$ cat src/rtl/asi_usr_arb.sv
// Burst-granular arbiter for the shared user-side memory port: grants read or
// write engine for a full burst, counts its beats, and adds read-to-write turnaround.
module asi_usr_arb #(
   parameter int AXI_LW   = 8,
   parameter int ASI_ARB  = 0,
   parameter int ARB_MAXC = 4,
   parameter int ARB_TA   = 1
) (
   input  logic              usr_clk,
   input  logic              usr_reset,
   input  logic              rd_req,
   input  logic [AXI_LW-1:0] rd_len,
   input  logic              rd_beat,
   output logic              rd_gnt,
   output logic              rd_last,
   input  logic              wr_req,
   input  logic [AXI_LW-1:0] wr_len,
   input  logic              wr_beat,
   output logic              wr_gnt,
   output logic              wr_last,
   output logic              arb_busy,
   output logic              proto_err
);

   localparam logic [1:0] ST_IDLE = 2'd0;
   localparam logic [1:0] ST_RD   = 2'd1;
   localparam logic [1:0] ST_WR   = 2'd2;
   localparam logic [1:0] ST_TURN = 2'd3;

   localparam logic [1:0] SIDE_NONE = 2'd0;
   localparam logic [1:0] SIDE_RD   = 2'd1;
   localparam logic [1:0] SIDE_WR   = 2'd2;

   localparam logic [3:0]        MAXC   = 4'(ARB_MAXC);
   localparam logic [2:0]        TA     = 3'(ARB_TA);
   localparam logic              PRI_RD = (ASI_ARB != 0);
   localparam logic [AXI_LW-1:0] CNT_ONE = {{(AXI_LW-1){1'b0}}, 1'b1};

   logic [1:0]        st_r;
   logic [AXI_LW-1:0] cnt_r;
   logic [AXI_LW-1:0] len_r;
   logic [3:0]        cons_r;
   logic [1:0]        side_r;
   logic [2:0]        ta_r;
   logic              err_r;

   logic              decide_s;
   logic              win_rd_s;
   logic              win_wr_s;
   logic [3:0]        rd_cons_s;
   logic [3:0]        wr_cons_s;
   logic [3:0]        rd_cons_nxt_s;
   logic [3:0]        wr_cons_nxt_s;
   logic              err_s;

   assign rd_gnt    = (st_r == ST_RD);
   assign wr_gnt    = (st_r == ST_WR);
   assign arb_busy  = (st_r != ST_IDLE);
   assign proto_err = err_r;
   assign rd_last   = rd_gnt & rd_beat & (cnt_r == len_r);
   assign wr_last   = wr_gnt & wr_beat & (cnt_r == len_r);

   // Decision point, per-side consecutive counts and protocol violation detect
   always_comb begin
      decide_s  = (st_r == ST_IDLE) | rd_last | wr_last;
      rd_cons_s = (side_r == SIDE_RD) ? cons_r : 4'd0;
      wr_cons_s = (side_r == SIDE_WR) ? cons_r : 4'd0;
      if (side_r == SIDE_RD) begin
         rd_cons_nxt_s = (cons_r == MAXC) ? MAXC : cons_r + 4'd1;
      end else begin
         rd_cons_nxt_s = 4'd1;
      end
      if (side_r == SIDE_WR) begin
         wr_cons_nxt_s = (cons_r == MAXC) ? MAXC : cons_r + 4'd1;
      end else begin
         wr_cons_nxt_s = 4'd1;
      end
      err_s = (rd_beat & ~rd_gnt) | (wr_beat & ~wr_gnt) | (rd_beat & wr_beat);
   end

   // Winner selection: fixed priority, overridden once the favoured side hits its cap
   always_comb begin
      win_rd_s = 1'b0;
      win_wr_s = 1'b0;
      if (rd_req && wr_req) begin
         if (PRI_RD) begin
            if (rd_cons_s == MAXC) begin
               win_wr_s = 1'b1;
            end else begin
               win_rd_s = 1'b1;
            end
         end else begin
            if (wr_cons_s == MAXC) begin
               win_rd_s = 1'b1;
            end else begin
               win_wr_s = 1'b1;
            end
         end
      end else if (rd_req) begin
         win_rd_s = 1'b1;
      end else if (wr_req) begin
         win_wr_s = 1'b1;
      end else begin
         win_rd_s = 1'b0;
         win_wr_s = 1'b0;
      end
   end

   // State, burst bookkeeping and sticky error register
   always_ff @(posedge usr_clk) begin
      if (usr_reset) begin
         st_r   <= ST_IDLE;
         cnt_r  <= '0;
         len_r  <= '0;
         cons_r <= 4'd0;
         side_r <= SIDE_NONE;
         ta_r   <= 3'd0;
         err_r  <= 1'b0;
      end else begin
         err_r <= err_r | err_s;
         case (st_r)
            ST_IDLE, ST_RD, ST_WR: begin
               if (decide_s) begin
                  cnt_r <= '0;
                  if (win_rd_s) begin
                     st_r   <= ST_RD;
                     len_r  <= rd_len;
                     cons_r <= rd_cons_nxt_s;
                     side_r <= SIDE_RD;
                  end else if (win_wr_s) begin
                     cons_r <= wr_cons_nxt_s;
                     side_r <= SIDE_WR;
                     // write grant is committed here; its length is taken when WR is entered
                     if ((st_r == ST_RD) && (TA != 3'd0)) begin
                        st_r <= ST_TURN;
                        ta_r <= TA - 3'd1;
                     end else begin
                        st_r  <= ST_WR;
                        len_r <= wr_len;
                     end
                  end else begin
                     st_r <= ST_IDLE;
                  end
               end else if ((rd_gnt && rd_beat) || (wr_gnt && wr_beat)) begin
                  cnt_r <= cnt_r + CNT_ONE;
               end
            end
            ST_TURN: begin
               if (ta_r == 3'd0) begin
                  st_r  <= ST_WR;
                  len_r <= wr_len;
                  cnt_r <= '0;
               end else begin
                  ta_r <= ta_r - 3'd1;
               end
            end
            default: begin
               st_r <= ST_IDLE;
            end
         endcase
      end
   end

endmodule

$ cat config.mk
export PLATFORM = sky130hd
export DESIGN_NAME = asi_usr_arb
export DESIGN_NICKNAME = d
export VERILOG_FILES = /design/src/rtl/asi_usr_arb.sv
export SDC_FILE = /design/constraint.sdc
export NUM_CORES = 1
export LEC_CHECK = 0
export ABC_CLOCK_PERIOD_IN_PS = 2250
export BUFFER_PORTS_ARGS = -buffer_cell sky130_fd_sc_hd__clkbuf_2
export CAP_MARGIN = 5
export CORE_MARGIN = 4
export CORE_UTILIZATION = 35
export DETAILED_ROUTE_END_ITERATION = 10
export GPL_TIMING_DRIVEN = 0
export REMOVE_ABC_BUFFERS = 1
export SLEW_MARGIN = 40
export SYNTH_ARGS = -nofsm -noshare
export SYNTH_HDL_FRONTEND = slang
export SYNTH_SLANG_ARGS = --single-unit
$ cat constraint.sdc
create_clock -name usr_clk -period 2.25 [get_ports usr_clk]
set_input_delay 0.225 -clock usr_clk [delete_from_list [all_inputs] [get_ports usr_clk]]
set_output_delay 0.225 -clock usr_clk [all_outputs]
set_load 0.02 [all_outputs]
==> summary.md <==
| Metric | Value |
|---|---|
| R2R Path Start | `st_r[1]` |
| Final Worst Setup Slack | `0.210 ns` |
| Post-synth cell types | `55` |
| Number of flops mapped to enable cells by yosys | `0` |
| Post-Syn Instances | `240` |
| Synthesized area per cell | `7.95 um^2` |
| Most frequent cells in the layout | `clkbuf_2 (27), dfxtp_1 (26), inv_1 (25)` |
| GR peak layer | `met2` |
| Routed len/inst | `13.0 um` |
| Ports | `28` |
| Vias | `1745` |
| Lkg Pwr | `0.827 nW` |
| Synthesized area | `1910 um^2` |
| Initial DRC count | `108` |
| F_max | `490 MHz` |
| Dpl cell area | `2050 um^2` |
| Clock Tree Buf Depth | `2` |
| 1st-pass router iterations | `4` |
| Crit-path max FO | `13` |
| Initial antenna violation count | `0` |
| Drc violations | `0` |
| Register area | `563 um^2` |
| Fin. max-slew vios | `0` |
| Place WS | `-0.0205 ns` |
| Worst hold start | `rd_beat` |
| VDD IR max | `0.000255 V` |
| # hold bufs at CTS | `0` |
| Worst-path clk slew | `0.10 ns` |
| Vias in the first global route | `1619` |
| FILL cells | `565` |
| Register area share after synthesis | `0.294` |
| GRT met2 Usage | `0.227` |
| Slew margin rel. | `0.565` |
| Layout Nets | `287` |
| Met3 usage | `0.0175` |
| Yosys warnings | `0` |
| Met1 usage | `0.194` |
| # port buffers | `27` |
| Fin crit period | `2.04 ns` |
| Worst Setup SP | `st_r[1]` |
| Core footprint | `5200 um^2` |
| CTS root buf | `clkbuf_8` |
| Die Span X | `81.8 um` |
| Worst EP arrival | `2.23 ns` |
| Status | `finished, final reports clean` |
| Total GRT Usage | `0.139` |
| PwrDens | `683 nW/um^2` |
| Async SR Flop Fraction | `0` |
| CTS H-tree lvls | `1` |
| Layout cells sized above 1 | `0.166` |
| Setup Skew | `0.00245 ns` |
| Startpoint Class | `register` |
| Max-cap viol count | `0` |
| Gr ovfl total | `0` |
| Via-per-instance ratio | `5.30` |
| Worst-margin pin slew | `0.652 ns` |
| CTS tree | `done` |
| Diode count | `0` |
| Placer Congestion | `0.835` |
| CTS sink count | `28` |
| Number of routed nets with antenna violations | `0` |
| Fin area | `2140 um^2` |
| Commonest non-fill, non-tap cell in the layout | `clkbuf_2` |
| CP Class | `reg2reg` |
| # setup viols final | `0` |
| Die area | `6700 um^2` |
| Hold/Removal Path Class | `in2reg` |
| Total length of routed wires | `4270 um` |
| RSZ-0062 raised after global routing | `false` |
| Tcrit/Tclk final | `0.907` |
| Largest net degree at the start of global routing | `24` |
| Final hold vios | `0` |
| Core Util, Final | `0.411` |
| Rows | `26` |
| CP endpoint kind | `register` |
| First-pass GRT wire length | `7400 um` |
| Die Height | `81.8 um` |
| Multi-input gate area | `1170 um^2` |
| CTS buffer count | `3` |
| Layout area overhead | `12.1%` |
| DP Wirelength | `3150 um` |
| Initial Util | `0.367` |
| Register bit total from synthesis | `28` |
| Req. time, crit path | `2.44 ns` |
| Primary FF master, synth | `dfxtp_1` |
| Worst-skew pair later-pin latency | `0.28 ns` |
==> cells by family after synthesis <==
logic type | synth area share
AND/OR/NAND/NOR | 0.236
AO/OA/AOI/OAI | 0.258
buffers and inverters | 0.0951
flip-flops | 0.294
multiplexers | 0.0472
XOR/XNOR | 0.0367
adder cells (fa/ha/maj) | 0.0328
==> final timing paths <==
path	end	slack, ns	cells after the start
worst max register to register	cnt_r[6]	0.21	6
worst min-delay path	proto_err	0.31	3
worst max-delay path	cnt_r[6]	0.21	6
worst min register to register	proto_err	0.45	2
==> metal layers <==
| metal | routed length [um] | part of all wire | up-vias |
|---|---|---|---|
| li1 | - | - | 917 |
| met1 | 2190 | 0.51 | 794 |
| met2 | 1900 | 0.44 | 30 |
| met3 | 132 | 0.031 | 4 |
| met4 | 51 | 0.012 | 0 |
| met5 | 0 | 0 | - |
==> worst max-delay path: stages (launching register included) <==
cell and delay [ns]:
dfxtp_2 0.46, nand2b_1 0.26, inv_2 0.09, a22o_1 0.36, a41oi_1 0.33, o211ai_1 0.17
a311oi_1 0.28
==> where the power goes <==
part | internal (mW) | switching, mW
sequential | 0.542 | 0.0490
combinational | 0.183 | 0.285
clock | 0.239 | 0.162
==> cells in the mapped netlist, types with 2 or more instances <==
| cell type | count | area share |
|---|---|---|
| buf_2 | 3 | 0.0079 |
| dfxtp_1 | 28 | 0.29 |
| nand4_1 | 2 | 0.0066 |
| o22ai_1 | 5 | 0.016 |
| nor2_1 | 9 | 0.018 |
| xnor2_1 | 8 | 0.037 |
| clkbuf_1 | 6 | 0.012 |
| o21a_1 | 2 | 0.0079 |
| o32ai_1 | 2 | 0.0092 |
| or3_1 | 3 | 0.0098 |
| nor3_1 | 5 | 0.013 |
| or4b_1 | 2 | 0.010 |
| a311oi_1 | 2 | 0.0092 |
| and4_1 | 10 | 0.046 |
| a211oi_1 | 2 | 0.0079 |
| a21oi_1 | 14 | 0.037 |
| mux2i_1 | 9 | 0.047 |
| ha_1 | 5 | 0.033 |
| o21ai_0 | 12 | 0.031 |
| nand2b_1 | 4 | 0.013 |
| buf_6 | 3 | 0.018 |
| and3_1 | 2 | 0.0066 |
| nand2_1 | 20 | 0.039 |
| a31oi_1 | 14 | 0.046 |
| nor2b_1 | 5 | 0.016 |
| o31ai_1 | 3 | 0.012 |
| nand3_1 | 7 | 0.018 |
| inv_1 | 25 | 0.049 |
| nand3b_1 | 2 | 0.0079 |
==> cell type report <==
cell class | count | share of cell area
multi-input cells | 172 | 0.547
flip-flops and latches | 28 | 0.263
repair buffers | 29 | 0.0702
inverters | 26 | 0.0456
well taps | 70 | 0.0410
clock buffers | 3 | 0.0193
clock inverters | 1 | 0.0140
==> timing repair <==
item / CTS / global route
buffers inserted: 0 / 2
resized for setup: 1 / 2
setup endpoints to repair: 2 / 10
pin swaps: 0 / 1
==> stage by stage <==
stage	hold slack, ns	setup TNS (ns)	total power, mW	cells
6_report	0.312	0	1.46	329
3_3_place_gp	0.437	-0.0146	1.06	323
2_1_floorplan	0.294	0	0.936	226
4_1_cts	0.311	0	1.47	327
5_1_grt	0.349	0	1.56	329
3_5_place_dp	0.443	-0.0205	1.07	323
==> flip-flops by register name (all words and copies together), names as in the netlist <==
signal and flops:
st_r 2, side_r 2, proto_err 1, cnt_r 8, cons_r 4, ta_r 3
len_r 8
Note: power is estimated with default switching activity, not from simulation.
